`config.mk`:
```
export PLATFORM = sky130hd
export DESIGN_NAME = sram_arbiter_flat
export DESIGN_NICKNAME = d
export VERILOG_FILES = /design/src/rtl/sram_arb_pkg.sv /design/src/rtl/sram_arbiter_if.sv /design/src/rtl/sram_arb_timer.sv /design/src/rtl/sram_arbiter.sv /design/src/flat_wrapper.sv
export SDC_FILE = /design/constraint.sdc
export NUM_CORES = 1
export LEC_CHECK = 0
export BUFFER_PORTS_ARGS = -buffer_cell sky130_fd_sc_hd__buf_2
export CELL_PAD_IN_SITES_DETAIL_PLACEMENT = 0
export CELL_PAD_IN_SITES_GLOBAL_PLACEMENT = 1
export CORE_MARGIN = 1
export CORE_UTILIZATION = 31
export CTS_BUF_LIST = sky130_fd_sc_hd__clkbuf_16
export DETAILED_ROUTE_END_ITERATION = 12
export PLACE_DENSITY_LB_ADDON = 0.15
export SLEW_MARGIN = 25
export SYNTH_ARGS = -nofsm -noshare
export SYNTH_HDL_FRONTEND = slang
export SYNTH_SLANG_ARGS = --single-unit
```
`constraint.sdc`:
```
create_clock -name i_clk -period 5.5 [get_ports i_clk]
set_input_delay 0.275 -clock i_clk [delete_from_list [all_inputs] [get_ports i_clk]]
set_output_delay 0.275 -clock i_clk [all_outputs]
set_load 0.02 [all_outputs]
```
`src/rtl/sram_arb_pkg.sv`:
```
// Shared types and timing defaults for the SRAM arbiter.
// Optional feature macro: SRAM_ARB_RR_EN (round-robin arbitration).
package sram_arb_pkg;

  localparam int DEF_ADDR_W = 20;
  localparam int DEF_DATA_W = 16;
  localparam int DEF_RD_CYC = 2;
  localparam int DEF_WR_CYC = 2;

  typedef enum logic [2:0] {
    IDLE     = 3'd0,
    RD       = 3'd1,
    WR_SETUP = 3'd2,
    WR_PULSE = 3'd3,
    WR_HOLD  = 3'd4
  } arb_state_e;

  typedef enum logic {
    PORT0 = 1'b0,
    PORT1 = 1'b1
  } port_sel_e;

  // Dwell counter width: it only ever holds (cycles - 1) of the longer phase.
  function automatic int cnt_width(input int rd_cyc, input int wr_cyc);
    int m;
    m = (rd_cyc > wr_cyc) ? rd_cyc : wr_cyc;
    return (m <= 2) ? 1 : $clog2(m);
  endfunction

endpackage

```
`src/rtl/sram_arbiter_if.sv`:
```
// Requester and SRAM-side signal bundle for the SRAM arbiter.
// slave = the arbiter; master = requesters plus the SRAM/tri-state side.
interface sram_arbiter_if #(
  parameter int ADDR_W = 20,
  parameter int DATA_W = 16
);
  logic              p0_req;
  logic [ADDR_W-1:0] p0_addr;
  logic              p0_ack;
  logic [DATA_W-1:0] p0_rdata;

  logic              p1_req;
  logic              p1_we;
  logic [ADDR_W-1:0] p1_addr;
  logic [DATA_W-1:0] p1_wdata;
  logic [1:0]        p1_be;
  logic              p1_ack;
  logic [DATA_W-1:0] p1_rdata;

  logic [ADDR_W-1:0] sram_addr;
  logic              sram_ce_n;
  logic              sram_oe_n;
  logic              sram_we_n;
  logic              sram_ub_n;
  logic              sram_lb_n;
  logic [DATA_W-1:0] data_to_sram;
  logic [DATA_W-1:0] data_from_sram;
  logic              sram_drive;

  modport slave (
    input  p0_req, p0_addr, p1_req, p1_we, p1_addr, p1_wdata, p1_be, data_from_sram,
    output p0_ack, p0_rdata, p1_ack, p1_rdata,
    output sram_addr, sram_ce_n, sram_oe_n, sram_we_n, sram_ub_n, sram_lb_n,
    output data_to_sram, sram_drive
  );

  modport master (
    output p0_req, p0_addr, p1_req, p1_we, p1_addr, p1_wdata, p1_be, data_from_sram,
    input  p0_ack, p0_rdata, p1_ack, p1_rdata,
    input  sram_addr, sram_ce_n, sram_oe_n, sram_we_n, sram_ub_n, sram_lb_n,
    input  data_to_sram, sram_drive
  );
endinterface

```
`src/rtl/sram_arb_timer.sv`:
```
// Loadable down-counter timing the RD and WR_PULSE dwell; o_done when it hits 0.
module sram_arb_timer #(
  parameter int CNT_W = 1
) (
  input  logic             i_clk,
  input  logic             i_rst_n,
  input  logic             i_load,
  input  logic [CNT_W-1:0] i_load_val,
  output logic             o_done
);

  logic [CNT_W-1:0] r_cnt;

  // Load on phase entry, then count down and park at zero.
  // NOTE: clocked state uses non-blocking assignments so every register samples pre-edge values.
  always_ff @(posedge i_clk or negedge i_rst_n) begin
    if (!i_rst_n) begin
      r_cnt <= '0;
    end else if (i_load) begin
      r_cnt <= i_load_val;
    end else if (r_cnt != '0) begin
      r_cnt <= r_cnt - 1'b1;
    end
  end

  assign o_done = (r_cnt == '0);

endmodule

```
`src/rtl/sram_arbiter.sv`:
```
// Two-port arbiter/sequencer for a 16-bit asynchronous SRAM.
// Port 0: VGA line-fetch reads. Port 1: game-logic reads/writes with byte enables.
// Optional macro SRAM_ARB_RR_EN: round-robin on ties; otherwise strict port-0 priority.
// All SRAM strobes are registered; no arbitration happens in the cycle an Ack is high,
// so a requester that keeps Req up through its Ack pulse is not granted twice.
module sram_arbiter
  import sram_arb_pkg::*;
#(
  parameter int ADDR_W = DEF_ADDR_W,
  parameter int DATA_W = DEF_DATA_W,
  parameter int RD_CYC = DEF_RD_CYC,
  parameter int WR_CYC = DEF_WR_CYC
) (
  input logic           i_clk,
  input logic           i_rst_n,
  sram_arbiter_if.slave bus
);

  localparam int               CNT_W   = cnt_width(RD_CYC, WR_CYC);
  localparam logic [CNT_W-1:0] RD_LOAD = CNT_W'(RD_CYC - 1);
  localparam logic [CNT_W-1:0] WR_LOAD = CNT_W'(WR_CYC - 1);

  arb_state_e        r_state;
  port_sel_e         r_sel;
  logic [ADDR_W-1:0] r_addr;
  logic [DATA_W-1:0] r_wdata;
  logic [1:0]        r_be;
  logic              r_ce_n, r_oe_n, r_we_n, r_ub_n, r_lb_n, r_drive;
  logic              r_p0_ack, r_p1_ack;
  logic [DATA_W-1:0] r_p0_rdata, r_p1_rdata;

  arb_state_e        w_state_nxt;
  port_sel_e         w_sel_nxt;
  port_sel_e         w_grant_sel;
  logic [ADDR_W-1:0] w_addr_nxt;
  logic [DATA_W-1:0] w_wdata_nxt;
  logic [1:0]        w_be_nxt;
  logic              w_grant;
  logic              w_grant_fire;
  logic              w_tmr_load;
  logic [CNT_W-1:0]  w_tmr_val;
  logic              w_tmr_done;
  logic              w_rd_capture;
  logic              w_p0_ack_nxt, w_p1_ack_nxt;
  logic              w_in_wr;

  sram_arb_timer #(.CNT_W(CNT_W)) u_timer (
    .i_clk      (i_clk),
    .i_rst_n    (i_rst_n),
    .i_load     (w_tmr_load),
    .i_load_val (w_tmr_val),
    .o_done     (w_tmr_done)
  );

  assign w_grant = (bus.p0_req | bus.p1_req) & ~(r_p0_ack | r_p1_ack);

`ifdef SRAM_ARB_RR_EN
  port_sel_e r_last;

  // On a tie the port not granted last wins.
  always_comb begin
    if (bus.p0_req && bus.p1_req) begin
      w_grant_sel = (r_last == PORT0) ? PORT1 : PORT0;
    end else begin
      w_grant_sel = bus.p0_req ? PORT0 : PORT1;
    end
  end

  // Remember the last granted port; port 1 after reset so port 0 wins the first tie.
  always_ff @(posedge i_clk or negedge i_rst_n) begin
    if (!i_rst_n) begin
      r_last <= PORT1;
    end else if (w_grant_fire) begin
      r_last <= w_grant_sel;
    end
  end
`else
  // Strict priority: the video reader always wins a tie.
  always_comb begin
    w_grant_sel = bus.p0_req ? PORT0 : PORT1;
  end
`endif

  assign w_grant_fire = (r_state == IDLE) && w_grant;

  // Next-state, latched-request and dwell-timer control.
  // NOTE: every signal gets a default first so no path through the case infers a latch.
  always_comb begin
    w_state_nxt  = r_state;
    w_sel_nxt    = r_sel;
    w_addr_nxt   = r_addr;
    w_wdata_nxt  = r_wdata;
    w_be_nxt     = r_be;
    w_tmr_load   = 1'b0;
    w_tmr_val    = '0;
    w_rd_capture = 1'b0;
    w_p0_ack_nxt = 1'b0;
    w_p1_ack_nxt = 1'b0;

    unique case (r_state)
      IDLE: begin
        if (w_grant) begin
          w_sel_nxt = w_grant_sel;
          if (w_grant_sel == PORT0) begin
            w_addr_nxt  = bus.p0_addr;
            w_be_nxt    = 2'b11;
            w_state_nxt = RD;
            w_tmr_load  = 1'b1;
            w_tmr_val   = RD_LOAD;
          end else begin
            w_addr_nxt  = bus.p1_addr;
            w_wdata_nxt = bus.p1_wdata;
            w_be_nxt    = bus.p1_be;
            if (bus.p1_we) begin
              w_state_nxt = WR_SETUP;
            end else begin
              w_state_nxt = RD;
              w_tmr_load  = 1'b1;
              w_tmr_val   = RD_LOAD;
            end
          end
        end
      end
      RD: begin
        if (w_tmr_done) begin
          w_state_nxt  = IDLE;
          w_rd_capture = 1'b1;
          w_p0_ack_nxt = (r_sel == PORT0);
          w_p1_ack_nxt = (r_sel == PORT1);
        end
      end
      WR_SETUP: begin
        w_state_nxt = WR_PULSE;
        w_tmr_load  = 1'b1;
        w_tmr_val   = WR_LOAD;
      end
      WR_PULSE: begin
        if (w_tmr_done) begin
          w_state_nxt = WR_HOLD;
        end
      end
      WR_HOLD: begin
        w_state_nxt  = IDLE;
        w_p1_ack_nxt = 1'b1;
      end
      default: begin
        w_state_nxt = IDLE;
      end
    endcase
  end

  assign w_in_wr = (w_state_nxt == WR_SETUP) || (w_state_nxt == WR_PULSE) ||
                   (w_state_nxt == WR_HOLD);

  // State, latched request, and strobes registered from the next state so they switch together.
  always_ff @(posedge i_clk or negedge i_rst_n) begin
    if (!i_rst_n) begin
      r_state    <= IDLE;
      r_sel      <= PORT0;
      r_addr     <= '0;
      r_wdata    <= '0;
      r_be       <= 2'b00;
      r_ce_n     <= 1'b1;
      r_oe_n     <= 1'b1;
      r_we_n     <= 1'b1;
      r_ub_n     <= 1'b1;
      r_lb_n     <= 1'b1;
      r_drive    <= 1'b0;
      r_p0_ack   <= 1'b0;
      r_p1_ack   <= 1'b0;
      r_p0_rdata <= '0;
      r_p1_rdata <= '0;
    end else begin
      r_state  <= w_state_nxt;
      r_sel    <= w_sel_nxt;
      r_addr   <= w_addr_nxt;
      r_wdata  <= w_wdata_nxt;
      r_be     <= w_be_nxt;
      r_ce_n   <= (w_state_nxt == IDLE);
      r_oe_n   <= (w_state_nxt != RD);
      r_we_n   <= (w_state_nxt != WR_PULSE);
      r_ub_n   <= (w_state_nxt == IDLE) || !w_be_nxt[1];
      r_lb_n   <= (w_state_nxt == IDLE) || !w_be_nxt[0];
      r_drive  <= w_in_wr;
      r_p0_ack <= w_p0_ack_nxt;
      r_p1_ack <= w_p1_ack_nxt;
      if (w_rd_capture && (r_sel == PORT0)) begin
        r_p0_rdata <= bus.data_from_sram;
      end
      if (w_rd_capture && (r_sel == PORT1)) begin
        r_p1_rdata <= bus.data_from_sram;
      end
    end
  end

  assign bus.p0_ack       = r_p0_ack;
  assign bus.p0_rdata     = r_p0_rdata;
  assign bus.p1_ack       = r_p1_ack;
  assign bus.p1_rdata     = r_p1_rdata;
  assign bus.sram_addr    = r_addr;
  assign bus.sram_ce_n    = r_ce_n;
  assign bus.sram_oe_n    = r_oe_n;
  assign bus.sram_we_n    = r_we_n;
  assign bus.sram_ub_n    = r_ub_n;
  assign bus.sram_lb_n    = r_lb_n;
  assign bus.data_to_sram = r_wdata;
  assign bus.sram_drive   = r_drive;

endmodule

```
`src/flat_wrapper.sv`:
```
// flat-port wrapper written by rule: the top's interface ports become plain ports
module sram_arbiter_flat import sram_arb_pkg::*;
#(
  parameter int ADDR_W = DEF_ADDR_W,
  parameter int DATA_W = DEF_DATA_W,
  parameter int RD_CYC = DEF_RD_CYC,
  parameter int WR_CYC = DEF_WR_CYC
)
  (i_clk, i_rst_n, bus_p0_req, bus_p0_addr, bus_p1_req, bus_p1_we, bus_p1_addr, bus_p1_wdata, bus_p1_be, bus_data_from_sram, bus_p0_ack, bus_p0_rdata, bus_p1_ack, bus_p1_rdata, bus_sram_addr, bus_sram_ce_n, bus_sram_oe_n, bus_sram_we_n, bus_sram_ub_n, bus_sram_lb_n, bus_data_to_sram, bus_sram_drive);
  sram_arbiter_if #(.ADDR_W(ADDR_W), .DATA_W(DATA_W)) bus_i ();
  input logic i_clk;
  input logic i_rst_n;
  input wire logic [$bits(bus_i.p0_req)-1:0] bus_p0_req;
  input wire logic [$bits(bus_i.p0_addr)-1:0] bus_p0_addr;
  input wire logic [$bits(bus_i.p1_req)-1:0] bus_p1_req;
  input wire logic [$bits(bus_i.p1_we)-1:0] bus_p1_we;
  input wire logic [$bits(bus_i.p1_addr)-1:0] bus_p1_addr;
  input wire logic [$bits(bus_i.p1_wdata)-1:0] bus_p1_wdata;
  input wire logic [$bits(bus_i.p1_be)-1:0] bus_p1_be;
  input wire logic [$bits(bus_i.data_from_sram)-1:0] bus_data_from_sram;
  output wire logic [$bits(bus_i.p0_ack)-1:0] bus_p0_ack;
  output wire logic [$bits(bus_i.p0_rdata)-1:0] bus_p0_rdata;
  output wire logic [$bits(bus_i.p1_ack)-1:0] bus_p1_ack;
  output wire logic [$bits(bus_i.p1_rdata)-1:0] bus_p1_rdata;
  output wire logic [$bits(bus_i.sram_addr)-1:0] bus_sram_addr;
  output wire logic [$bits(bus_i.sram_ce_n)-1:0] bus_sram_ce_n;
  output wire logic [$bits(bus_i.sram_oe_n)-1:0] bus_sram_oe_n;
  output wire logic [$bits(bus_i.sram_we_n)-1:0] bus_sram_we_n;
  output wire logic [$bits(bus_i.sram_ub_n)-1:0] bus_sram_ub_n;
  output wire logic [$bits(bus_i.sram_lb_n)-1:0] bus_sram_lb_n;
  output wire logic [$bits(bus_i.data_to_sram)-1:0] bus_data_to_sram;
  output wire logic [$bits(bus_i.sram_drive)-1:0] bus_sram_drive;
  assign bus_i.p0_req = bus_p0_req;
  assign bus_i.p0_addr = bus_p0_addr;
  assign bus_i.p1_req = bus_p1_req;
  assign bus_i.p1_we = bus_p1_we;
  assign bus_i.p1_addr = bus_p1_addr;
  assign bus_i.p1_wdata = bus_p1_wdata;
  assign bus_i.p1_be = bus_p1_be;
  assign bus_i.data_from_sram = bus_data_from_sram;
  assign bus_p0_ack = bus_i.p0_ack;
  assign bus_p0_rdata = bus_i.p0_rdata;
  assign bus_p1_ack = bus_i.p1_ack;
  assign bus_p1_rdata = bus_i.p1_rdata;
  assign bus_sram_addr = bus_i.sram_addr;
  assign bus_sram_ce_n = bus_i.sram_ce_n;
  assign bus_sram_oe_n = bus_i.sram_oe_n;
  assign bus_sram_we_n = bus_i.sram_we_n;
  assign bus_sram_ub_n = bus_i.sram_ub_n;
  assign bus_sram_lb_n = bus_i.sram_lb_n;
  assign bus_data_to_sram = bus_i.data_to_sram;
  assign bus_sram_drive = bus_i.sram_drive;
  sram_arbiter #(.ADDR_W(ADDR_W), .DATA_W(DATA_W), .RD_CYC(RD_CYC), .WR_CYC(WR_CYC)) u_core (.i_clk(i_clk), .i_rst_n(i_rst_n), .bus(bus_i));
endmodule
```
# Word level (Yosys, flattened, before mapping)
# Index checks and enable logic that the tools add are counted.
[totals] register_bits=83
[op_classes] add_sub_neg=1 eq_ne=9 n_mux=23 bitwise=6 reduce_logical=12
[ops] cell="20-bit 2-to-1 mux" n=1
[ops] cell="3-bit by 2-bit equality test with 1-bit output (second input constant)" n=4
[ops] cell="3-bit 2-to-1 mux" n=4
[ops] cell="3-bit one-hot mux with 4 select lines" n=1
[ops] cell="1-bit 2-to-1 mux" n=11
[ops] cell="2-bit 2-to-1 mux" n=4
[ops] cell="3-bit equality test (second input constant)" n=2
[ops] cell="3-bit zero test" n=2
[ops] cell="1-bit logical OR" n=4
[ops] cell="1-bit one-hot mux with 2 select lines" n=2
[ops] cell="3-bit by 1-bit equality test with 1-bit output (second input constant)" n=1
[ops] cell="3-bit by 1-bit inequality test with 1-bit output (second input constant)" n=1
[ops] cell="3-bit by 2-bit inequality test with 1-bit output (second input constant)" n=1
[ops] cell="1-bit inverter" n=3
[ops] cell="3-bit AND reduction" n=1
[ops] cell="1-bit logical AND" n=2
[ops] cell="1-bit zero test" n=2
[ops] cell="1-bit bitwise OR" n=2
[ops] cell="2-bit AND reduction" n=1
[ops] cell="1-bit bitwise AND" n=1
[ops] cell="1-bit subtractor (second input constant)" n=1

# Longest topological paths before layout
# Gate-level depths: netlist of run 1.
[depth] ltp_word=8 mapped_depth=6 mapped_depth_nobuf=3

# By module
# Synthesis of run 1 repeated with hierarchy kept, for this count alone.
[hier_totals] hier_cells=215 hier_area_um2=3437.0
[by_module_without_submodules] module="sram_arbiter" instances=1 cells_each=212 area_each_um2=3402.0
[by_module_without_submodules] module="sram_arb_timer" instances=1 cells_each=3 area_each_um2=35.0

# Worst setup path before layout of run 1
# Ideal clock, no wire load.
[synth_path] path_type="reg2reg" start="register u_core.r_state[0]" end="register u_core.r_wdata[10] (netlist: u_core.bus.data_to_sram[10])" arrival_ps=1939 setup_slack_ps=3436 stages_incl_launch_ff=7 path_buffers=3 period_less_slack_ps=2064 cell_sequence="dfrtp_1 > buf_6 > or4_4 > buf_6 > nor3_4 > buf_8 > mux2_4"
[synth_via] elab_chain_cells=2
[synth_lines] element="start: declaration" line="sram_arbiter.sv:23" rtl="arb_state_e r_state;"
[synth_lines] element="start signal: assignment" line="sram_arbiter.sv:174" rtl="r_state <= w_state_nxt;"
[synth_lines] element="3-bit zero test"
[synth_lines] element="3-bit AND reduction (no line)"
[synth_lines] element="end signal: assignment" line="sram_arbiter.sv:177" rtl="r_wdata <= w_wdata_nxt;"
[synth_lines] element="end: declaration" line="sram_arbiter.sv:26" rtl="logic [DATA_W-1:0] r_wdata;"
# No other way between the ends.
# A chain may end at the register's enable or synchronous reset.

# Worst setup path after layout of run 1
[layout_path] start="register u_core.r_state[1]" end="register u_core.r_wdata[0] (netlist: u_core.bus.data_to_sram[0])"
# The elaborated chain is that of the path after synthesis.

==> metrics.md, run 1 <==
| Metric | Value |
|---|---|
| Total power | `3350 uW` |
| Hold violation count in the final report | `10` |
| Slew @ Worst Pin | `1.03 ns` |
| Final Core Density | `42.4%` |
| Crit share post-route | `47.3%` |
| GRT met1 Usage | `21.4%` |
| Dpl cells | `579` |
| Peak Freq | `385 MHz` |
| Most Crowded Layer GR | `met2` |
| Clk pwr share | `18.1%` |
| Detailed Place HPWL | `6.48 mm` |
| PD cells | `677 nW/um2` |
| Crit path cell chain | `or4_4 > nor3_4 > mux2_2` |
| Final GP Congestion | `0.720` |
| Post-Syn Area per Cell | `12.4 um2` |
| Max_cap viols | `0` |
| Max Root-Sink Buffers | `2` |
| Hold Slack | `-0.0279 ns` |
| Family with the most delay on the worst path | `simple AND/OR/NAND/NOR gates` |
| Postcts setup bufs | `0` |
| Final wirelength | `10.0 mm` |
| Final ANT Viol Nets | `0` |
| Initial drt markers | `192` |
| Clock Skews | `0.00722 ns` |
| HP Class | `input port to asynchronous set/reset pin` |
| First-pass GRT wire length | `16.0 mm` |
| Commonest non-fill, non-tap cells in the layout | `buf_2, dfrtp_1, mux2_2` |
| Initial antenna violation count | `0` |
| Finish-stage setup viols | `0` |
| Share of layout cells above drive strength 1 | `55.8%` |
| Internal power | `1980 uW` |
| Initial core utilization | `32.5%` |
| Skew-Pair Late Insertion Delay | `0.33 ns` |
| Number of library cell types mapped by synthesis | `36` |
| Post-synth net total | `385` |
| Root Buffer | `clkbuf_16` |
| Vias in the first global route | `3,001` |
| Seq cells post-synth | `83` |
| CTS Hold Bufs | `0` |
| GRT Total Usage | `16.4%` |
| Setup TNS | `0 ns` |
| Comb pwr share | `48.0%` |
| Post-synthesis sequential area ratio | `55.0%` |
| Worst VDD drop | `0.246 mV` |
| Sequential fraction of design power | `33.9%` |
| GRT met2 Usage | `26.9%` |
| Final Non-Filler Cells | `595` |
| CTS H-tree depth | `3` |
| Sw Share | `40.8%` |
| Critical Path Fanout Max | `26` |
| Commonest non-fill, non-tap cell in the layout | `buf_2` |
| Worst EP required | `5.72 ns` |
| Worst path max stage delay | `0.80 ns` |
| Status | `finished, violations left` |
| Area of the mapped netlist | `3790 um2` |
| Failing checks | `hold timing` |
| Number of buffer cells added on primary ports | `154` |
| Slew Viols, Final | `0` |
| First-pass DRT Iterations | `4` |
| Post-layout min period | `2.60 ns` |
| RSZ-0062 raised after global routing | `no` |
| Total CTS buffers | `9` |
| Core area | `11,700 um2` |
| Nature of the critical path startpoint | `register` |
| Yosys Warn Count | `0` |
| Layout area overhead | `30.6%` |
| GR Util met3 | `4.16%` |
| Dpl cell area | `4650 um2` |
| Cell count after synthesis | `306` |
| Drt drc | `0` |
| Slew margin rel. | `31.3%` |
| Nets | `526` |
| Die Y-Extent | `113 um` |
| LEAKAGE | `0.00224 uW` |
| DR vias/cell | `5.06` |
| Die Area | `12,700 um2` |
| Reg clk slew, reported paths | `0.07 ns` |
| # resized after CTS | `0` |
| Switch Pwr | `1370 uW` |
| Wirelength per Cell | `16.9 um` |
| Final instance area | `4950 um2` |
| Remaining global-route overflow | `0` |
| Setup CP Type | `register to register` |
| WP buf/inv | `0` |
| # diodes | `0` |
| Largest net degree at the start of global routing | `84` |
| Clk sinks | `83` |
| Std cell rows | `39` |
| CTS tree | `yes` |
| Via count | `3,008` |
| Io pins | `155` |
| Crit path DAT | `2.82 ns` |
| Setup crit end kind | `register` |
| CP max-delay cell | `nor3_4` |
| Chip width | `113 um` |
## registers in the layout, indices dropped and copies added, names as in the netlist
| name | count |
|---|---|
| u_core.bus.p0_ack | 1 |
| u_core.u_timer.r_cnt | 1 |
| u_core.bus.sram_lb_n | 1 |
| u_core.bus.sram_ce_n | 1 |
| u_core.bus.sram_oe_n | 1 |
| u_core.r_state | 3 |
| u_core.bus.sram_drive | 1 |
| u_core.bus.sram_addr | 20 |
| u_core.r_sel | 1 |
| u_core.bus.p0_rdata | 16 |
| u_core.bus.p1_rdata | 16 |
| u_core.bus.sram_ub_n | 1 |
| u_core.bus.data_to_sram | 16 |
| u_core.r_be | 2 |
| u_core.bus.p1_ack | 1 |
| u_core.bus.sram_we_n | 1 |
## final cells by class
type / instances / area [um2]
multi-input cells: 194 / 1580
flip-flops and latches: 83 / 2080
repair buffers: 157 / 800
clock inverters: 7 / 75.1
fillers: 1149 / 6720
clock buffers: 9 / 225
inverters: 2 / 7.51
well taps: 143 / 179
## worst register-to-register path, delay by kind of cell, from the launching register on
family | cells | cell delay [ns]
simple gates | 2 | 1.55
flops | 1 | 0.52
mux | 1 | 0.42
## stage by stage
stage | setup WS, ns | hold slack (ns)
after global routing | 2.74 | 0.0478
after detailed placement | 2.85 | 0.396
final | 2.90 | -0.0279
after floorplan | 3.44 | -0.0206
after CTS | 2.85 | 0.0317
after global placement | 2.91 | 0.485
## Yosys cell counts, drive strengths merged
cell type,number,area (um2)
a21o,1,7.51
a21oi,23,115
a31oi,2,12.5
a32o,2,20.0
a32oi,1,8.76
a41oi,1,8.76
and3,1,6.26
buf,10,72.6
clkbuf,17,63.8
dfrtp,78,1950
dfstp,5,131
inv,2,7.51
mux2,48,578
mux2i,1,10.0
nand2,3,11.3
nand2b,4,25.0
nor2,28,105
nor2b,1,6.26
nor3,4,31.3
nor3b,21,158
nor4,4,31.3
o211ai,1,7.51
o21ai,1,5.00
o221a,20,225
o311ai,2,17.5
o31ai,1,7.51
o32ai,1,8.76
or2,1,6.26
or3,20,125
or4,1,11.3
or4b,1,10.0
## metal layers
metal / wire length [um] / part of all wire (%)
met3: 443 / 4.4
met5: 0 / 0
met4: 104 / 1.0
met1: 4630 / 46
met2: 4870 / 48
## worst paths after layout
path / slack [ns] / to / start / cells after the start
max: 2.90 / u_core.bus.data_to_sram[0] / u_core.r_state[1] / 3
min in group i_clk: 0.17 / u_core.bus.data_to_sram[9] / bus_p1_wdata[9] / 2
max in group asynchronous: 4.94 / u_core.bus.sram_addr[10] / i_rst_n / 1
max reg2reg: 2.90 / u_core.bus.data_to_sram[0] / u_core.r_state[1] / 3
min: -0.03 / u_core.bus.sram_addr[16] / i_rst_n / 1
min reg2reg: 0.50 / u_core.bus.p1_rdata[4] / u_core.bus.p1_rdata[4] / 1
## kinds of logic (layout without fill, tap and decap cells)
group	after synthesis	in the layout	share of synthesized area (%)
multiplexers	49	49	15.5
AND/OR/NAND/NOR	89	89	13.9
flip-flops	83	83	55.0
buffers and inverters	29	175	3.80
AO/OA/AOI/OAI	56	56	11.7
## power groups by stage
stage	sequential [uW]	combinational [uW]	clock, uW
after detailed placement	1140	1630	0
after CTS	1140	1630	629
after global placement	1130	1610	0
final	1130	1610	605
after global routing	1180	1730	652
after floorplan	1470	792	0
(Power assumes the default switching activity.)
==> inputs of run 2 (changes only) <==
- clock period: 5.5 -> 2.6 ns (I/O delays scaled with it)
==> run 2 against run 1 <==
Net effect:
- the run now ends clean
- sequential power increased by 110%
- register-to-register slack worse by 2.5 ns
- power rose by 120%
- count of clock-buffer cells in the layout unchanged
- combinational power grew 120%
- maximum frequency grew 18%
- die area stayed put
- global-route usage down 0.48 points
- critical path type unchanged
- largest power group unchanged
==> metrics.md, run 2 (same netlist as run 1, synthesis figures left out) <==
| Metric | Value |
|---|---|
| Status | `complete, no violations` |
| Wirelength per Cell | `16.4 um` |
| Initial drt markers | `186` |
| Clk sinks | `83` |
| Core area | `11,700 um2` |
| Setup TNS | `0 ns` |
| Worst Setup SP | `u_core.r_state[0]` |
| Share of layout cells above drive strength 1 | `55.9%` |
| RSZ-0062 raised after global routing | `no` |
| Std cell rows | `39` |
| Worst VDD drop | `0.521 mV` |
| CTS tree | `yes` |
| Via count | `2,997` |
| Final GP Congestion | `0.712` |
| Max_cap viols | `0` |
| Slew @ Worst Pin | `0.791 ns` |
| Hold Slack | `0.0282 ns` |
| Finish-stage setup viols | `0` |
| DR vias/cell | `4.99` |
| # diodes | `0` |
| Comb pwr share | `48.3%` |
| Final Core Density | `43.1%` |
| Worst EP required | `2.82 ns` |
| Total CTS buffers | `9` |
| CTS H-tree depth | `3` |
| Root Buffer | `clkbuf_16` |
| Worst Min Path Start | `bus_p1_wdata[10]` |
| Switch Pwr | `2880 uW` |
| Layout area overhead | `32.7%` |
| Sw Share | `39.8%` |
| Io pins | `155` |
| Reg clk slew, reported paths | `0.06 ns` |
| Slew Viols, Final | `0` |
| Initial core utilization | `32.5%` |
| Setup CP Type | `register to register` |
| Largest register FFs | `20` |
| HP Class | `input port to register` |
| GRT Total Usage | `15.9%` |
| Internal power | `4350 uW` |
| Crit share post-route | `84.6%` |
| Dpl cell area | `4700 um2` |
| Die Area | `12,700 um2` |
| Max Root-Sink Buffers | `2` |
| Filler Cell Count | `1,135` |
| Initial antenna violation count | `0` |
| PnR worst setup slack | `0.400 ns` |
| LEAKAGE | `0.00229 uW` |
| Remaining global-route overflow | `0` |
| Crit path DAT | `2.42 ns` |
| First-pass GRT wire length | `15.7 mm` |
| Critical Path Fanout Max | `26` |
| Clock Skews | `0.00502 ns` |
| Clk pwr share | `18.9%` |
| Vias in the first global route | `2,978` |
| Nature of the critical path startpoint | `register` |
| Reg2reg start | `u_core.r_state[0]` |
| Final instance area | `5020 um2` |
| Number of buffer cells added on primary ports | `154` |
| Commonest non-fill, non-tap cells in the layout | `buf_2, dfrtp_1, mux2_2` |
| Slew margin rel. | `47.3%` |
| Hold violation count in the final report | `0` |
| Final ANT Viol Nets | `0` |
| Sequential fraction of design power | `32.9%` |
| Pre-CTS WS | `0.384 ns` |
| Largest net degree at the start of global routing | `82` |
| Peak Freq | `455 MHz` |
| Chip width | `113 um` |
| Setup crit end kind | `register` |
| Post-layout min period | `2.20 ns` |
| Nets | `532` |
| Skew-Pair Late Insertion Delay | `0.33 ns` |
| Commonest non-fill, non-tap cell in the layout | `buf_2` |
| Final wirelength | `9.85 mm` |
| Die Y-Extent | `113 um` |
| Drt drc | `0` |
| Detailed Place HPWL | `6.55 mm` |
| First-pass DRT Iterations | `5` |
| PD cells | `1440 nW/um2` |
## run 2: changes by cell type in the layout (fill, tap and decap cells not counted), sizes merged
cell / before / now
dlygate4sd3: 0 / 1
clkinvlp: 3 / 2
bufinv: 1 / 2
buf: 157 / 162
## run 2: layout make-up
cell class,instances,area (um2),area share (%)
tap,143,179,3.56
timing repair buffer,163,860,17.1
sequential,83,2080,41.5
clock buffer,9,225,4.48
multi-input combinational,194,1580,31.4
clock inverter,7,92.6,1.84
inverter,2,7.51,0.149
## run 2: routing by layer
layer  wire length, um  vias up  part of all wire, %  track usage, %
met5                 0        -                    0               0
met4                81        0                 0.82            3.47
met3               552        7                  5.6            4.97
met2              4800       91                   49            25.9
met1              4410     1471                   45            20.8
li1                  -     1428                    -               -
## run 2: final timing paths
path	endpoint	slack, ns	cells after the start
min in group asynchronous	u_core.bus.sram_addr[15]	0.40	2
min	u_core.bus.data_to_sram[10]	0.03	2
max	u_core.bus.data_to_sram[3]	0.40	4
max reg2reg	u_core.bus.data_to_sram[3]	0.40	4
max in group asynchronous	u_core.bus.sram_ub_n	1.57	3
min reg2reg	u_core.bus.p1_rdata[5]	0.50	1
## run 2: metrics by stage
| stage | std cells | total power, uW |
|---|---|---|
| 2_1_floorplan | 306 | 4780 |
| 3_3_place_gp | 584 | 5890 |
| 3_5_place_dp | 584 | 5940 |
| 4_1_cts | 601 | 7340 |
| 5_1_grt | 601 | 7670 |
| 6_report | 601 | 7230 |
## run 2: timing repair
item                                   CTS  global route
hold buffers                             1             0
endpoints found under the hold margin   78             0
resized for setup                        0             0
buffers inserted                         0             0
## run 2: power by group through the flow
| stage | Sequential [uW] | Combinational (uW) | Clock [uW] |
|---|---|---|---|
| global placement | 2390 | 3500 | 0 |
| floorplan | 3100 | 1680 | 0 |
| detailed placement | 2400 | 3540 | 0 |
| global route | 2460 | 3760 | 1450 |
| CTS | 2390 | 3550 | 1400 |
| finish | 2370 | 3490 | 1360 |
## run 2: critical path, cell delays in order, from the launching register on
cell and delay, ns:
dfrtp_1 0.47, or4_4 0.75, nor3_4 0.20, buf_4 0.29, mux2_2 0.37
==> inputs of run 3 (changes only) <==
- clock period: 2.6 -> 1.9 ns (I/O delays scaled with it)
==> run 3 against run 2 <==
Net effect:
- maximum frequency rose by 22%
- worst setup slack got worse by 0.31 ns
- wire length rose by 4.9%
- utilization rose by 3.1 points
- power rose by 39%
- combinational power rose by 45%
- critical path depth did not move
- count of clock-buffer cells in the layout did not move
- sequential power rose by 36%
- non-clock buffer count rose by 36
- via count rose by 4.2%
- cell count rose by 6.0%
- critical endpoint is now u_core.bus.data_to_sram[0]
- largest cell class unchanged
- largest power group unchanged
==> metrics.md, run 3 (same netlist as run 1, synthesis figures left out) <==
| Metric | Value |
|---|---|
| First-pass DRT Iterations | `4` |
| CTS Hold Bufs | `30` |
| Final Non-Filler Cells | `637` |
| Io pins | `155` |
| Worst path max stage delay | `0.55 ns` |
| WP buf/inv | `1` |
| CTS tree | `yes` |
| # diodes | `0` |
| Wirelength per Cell | `16.2 um` |
| Final ANT Viol Nets | `0` |
| Status | `complete, no violations` |
| Commonest non-fill, non-tap cell in the layout | `buf_2` |
| Reg2reg start | `u_core.r_state[1]` |
| Root Buffer | `clkbuf_16` |
| Setup crit end kind | `register` |
| Share of layout cells above drive strength 1 | `53.0%` |
| Total CTS buffers | `9` |
| Via count | `3,123` |
| Core area | `11,700 um2` |
| RR Endpoint | `u_core.bus.data_to_sram[0]` |
| Drt drc | `0` |
| HP Class | `input port to register` |
| Nature of the critical path startpoint | `register` |
| R2r setup slk | `0.09 ns` |
| Sequential fraction of design power | `32.2%` |
| Worst EP required | `2.11 ns` |
| Nets | `568` |
| Final GP Congestion | `0.769` |
| Initial drt markers | `141` |
| Initial antenna violation count | `0` |
| Initial core utilization | `32.5%` |
| Layout area overhead | `42.3%` |
| GRT Total Usage | `16.9%` |
| Internal power | `6000 uW` |
| Clock Skews | `0.00452 ns` |
| Slew margin rel. | `74.0%` |
| Setup TNS | `0 ns` |
| Hold violation count in the final report | `0` |
| Die Area | `12,700 um2` |
| CP max-delay cell | `or4_4` |
| Die Y-Extent | `113 um` |
| RSZ-0062 raised after global routing | `no` |
| Number of buffer cells added on primary ports | `154` |
| Sw Share | `40.1%` |
| Commonest non-fill, non-tap cells in the layout | `buf_2, dfrtp_1, mux2_2` |
| Vias in the first global route | `3,159` |
| Chip width | `113 um` |
| Postcts setup bufs | `0` |
| DR vias/cell | `4.90` |
| Max_cap viols | `0` |
| Switch Pwr | `4010 uW` |
| Final wirelength | `10.3 mm` |
| Largest net degree at the start of global routing | `45` |
| R2R cell count | `4` |
| Reg clk slew, reported paths | `0.06 ns` |
| CTS H-tree depth | `3` |
| Comb pwr share | `50.6%` |
| Family with the most delay on the worst path | `simple AND/OR/NAND/NOR gates` |
| Dpl cells | `591` |
| Crit path DAT | `2.02 ns` |
| Skew-Pair Late Insertion Delay | `0.33 ns` |
| Hold Path End | `u_core.bus.p1_rdata[3]` |
| Slew @ Worst Pin | `0.385 ns` |
| Setup CP Type | `register to register` |
| Detailed Place HPWL | `6.75 mm` |
| Post-layout min period | `1.81 ns` |
| Peak Freq | `553 MHz` |
| Crit path cell chain | `or4_4 > nor3_4 > buf_12 > mux2_2` |
| Finish-stage setup viols | `0` |
| Std cell rows | `39` |
| Remaining global-route overflow | `0` |
| Slew Viols, Final | `0` |
| Largest register FFs | `20` |
| Critical Path Fanout Max | `16` |
| Max Root-Sink Buffers | `2` |
| Total power | `10,000 uW` |
| Worst VDD drop | `0.878 mV` |
| Worst Min Path Start | `bus_data_from_sram[3]` |
| Hold Crit Depth | `2` |
| Clk pwr share | `17.1%` |
| # resized after CTS | `0` |
| Clk sinks | `83` |
| PD cells | `1860 nW/um2` |
| LEAKAGE | `0.00244 uW` |
| First-pass GRT wire length | `16.5 mm` |
| Crit share post-route | `95.2%` |
| Filler Cell Count | `1,104` |
==> run 3: per-layer routing <==
layer  GRT usage [%]  wire (um)
met1            21.6       4690
met3            4.48        555
met2            28.4       4980
met4            4.53        110
met5               0          0
==> run 3: layout make-up <==
type	count	area, um2	share of cell area (%)
multi-input cells	194	1580	29.3
inverters	2	7.51	0.139
well taps	143	179	3.32
repair buffers	199	1250	23.2
clock inverters	7	66.3	1.23
flip-flops and latches	83	2080	38.7
clock buffers	9	225	4.18
==> run 3: per-stage QoR <==
stage               hold slack, ns  utilization [%]  worst slack, ns  area (um2)
global route               0.00577             46.2           0.0163        5390
CTS                       0.000945             46.2           0.0721        5390
detailed placement       -0.000718             41.1           0.0842        4790
finish                      0.0156             46.2           0.0909        5390
global placement           0.00377             41.1            0.104        4790
floorplan                   -0.201                -           -0.160        3790
==> run 3: power by group through the flow <==
stage / Clock (uW) / Combinational [uW] / Sequential [uW]
3_5_place_dp: 0 / 5070 / 3250
4_1_cts: 1770 / 5120 / 3230
2_1_floorplan: 0 / 2300 / 4250
3_3_place_gp: 0 / 5010 / 3230
5_1_grt: 1830 / 5450 / 3350
6_report: 1710 / 5070 / 3230
==> run 3: worst register-to-register path, stage by stage, from the launching register on <==
cell,delay (ns)
dfrtp_1,0.37
or4_4,0.55
nor3_4,0.23
buf_12,0.19
mux2_2,0.35
==> run 3: how the worst max path moves through the flow <==
stage / startpoint / to / slack [ns] / cells after the start
6_report: u_core.r_state[1] / u_core.bus.data_to_sram[0] / 0.09 / 4
5_1_grt: u_core.r_state[1] / u_core.bus.data_to_sram[2] / 0.02 / 4
4_1_cts: u_core.r_state[1] / u_core.bus.data_to_sram[2] / 0.07 / 4
3_5_place_dp: u_core.r_state[1] / u_core.bus.data_to_sram[4] / 0.08 / 4
3_3_place_gp: u_core.r_state[1] / u_core.bus.data_to_sram[2] / 0.10 / 4
2_1_floorplan: u_core.r_state[0] / u_core.bus.data_to_sram[10] / -0.16 / 6
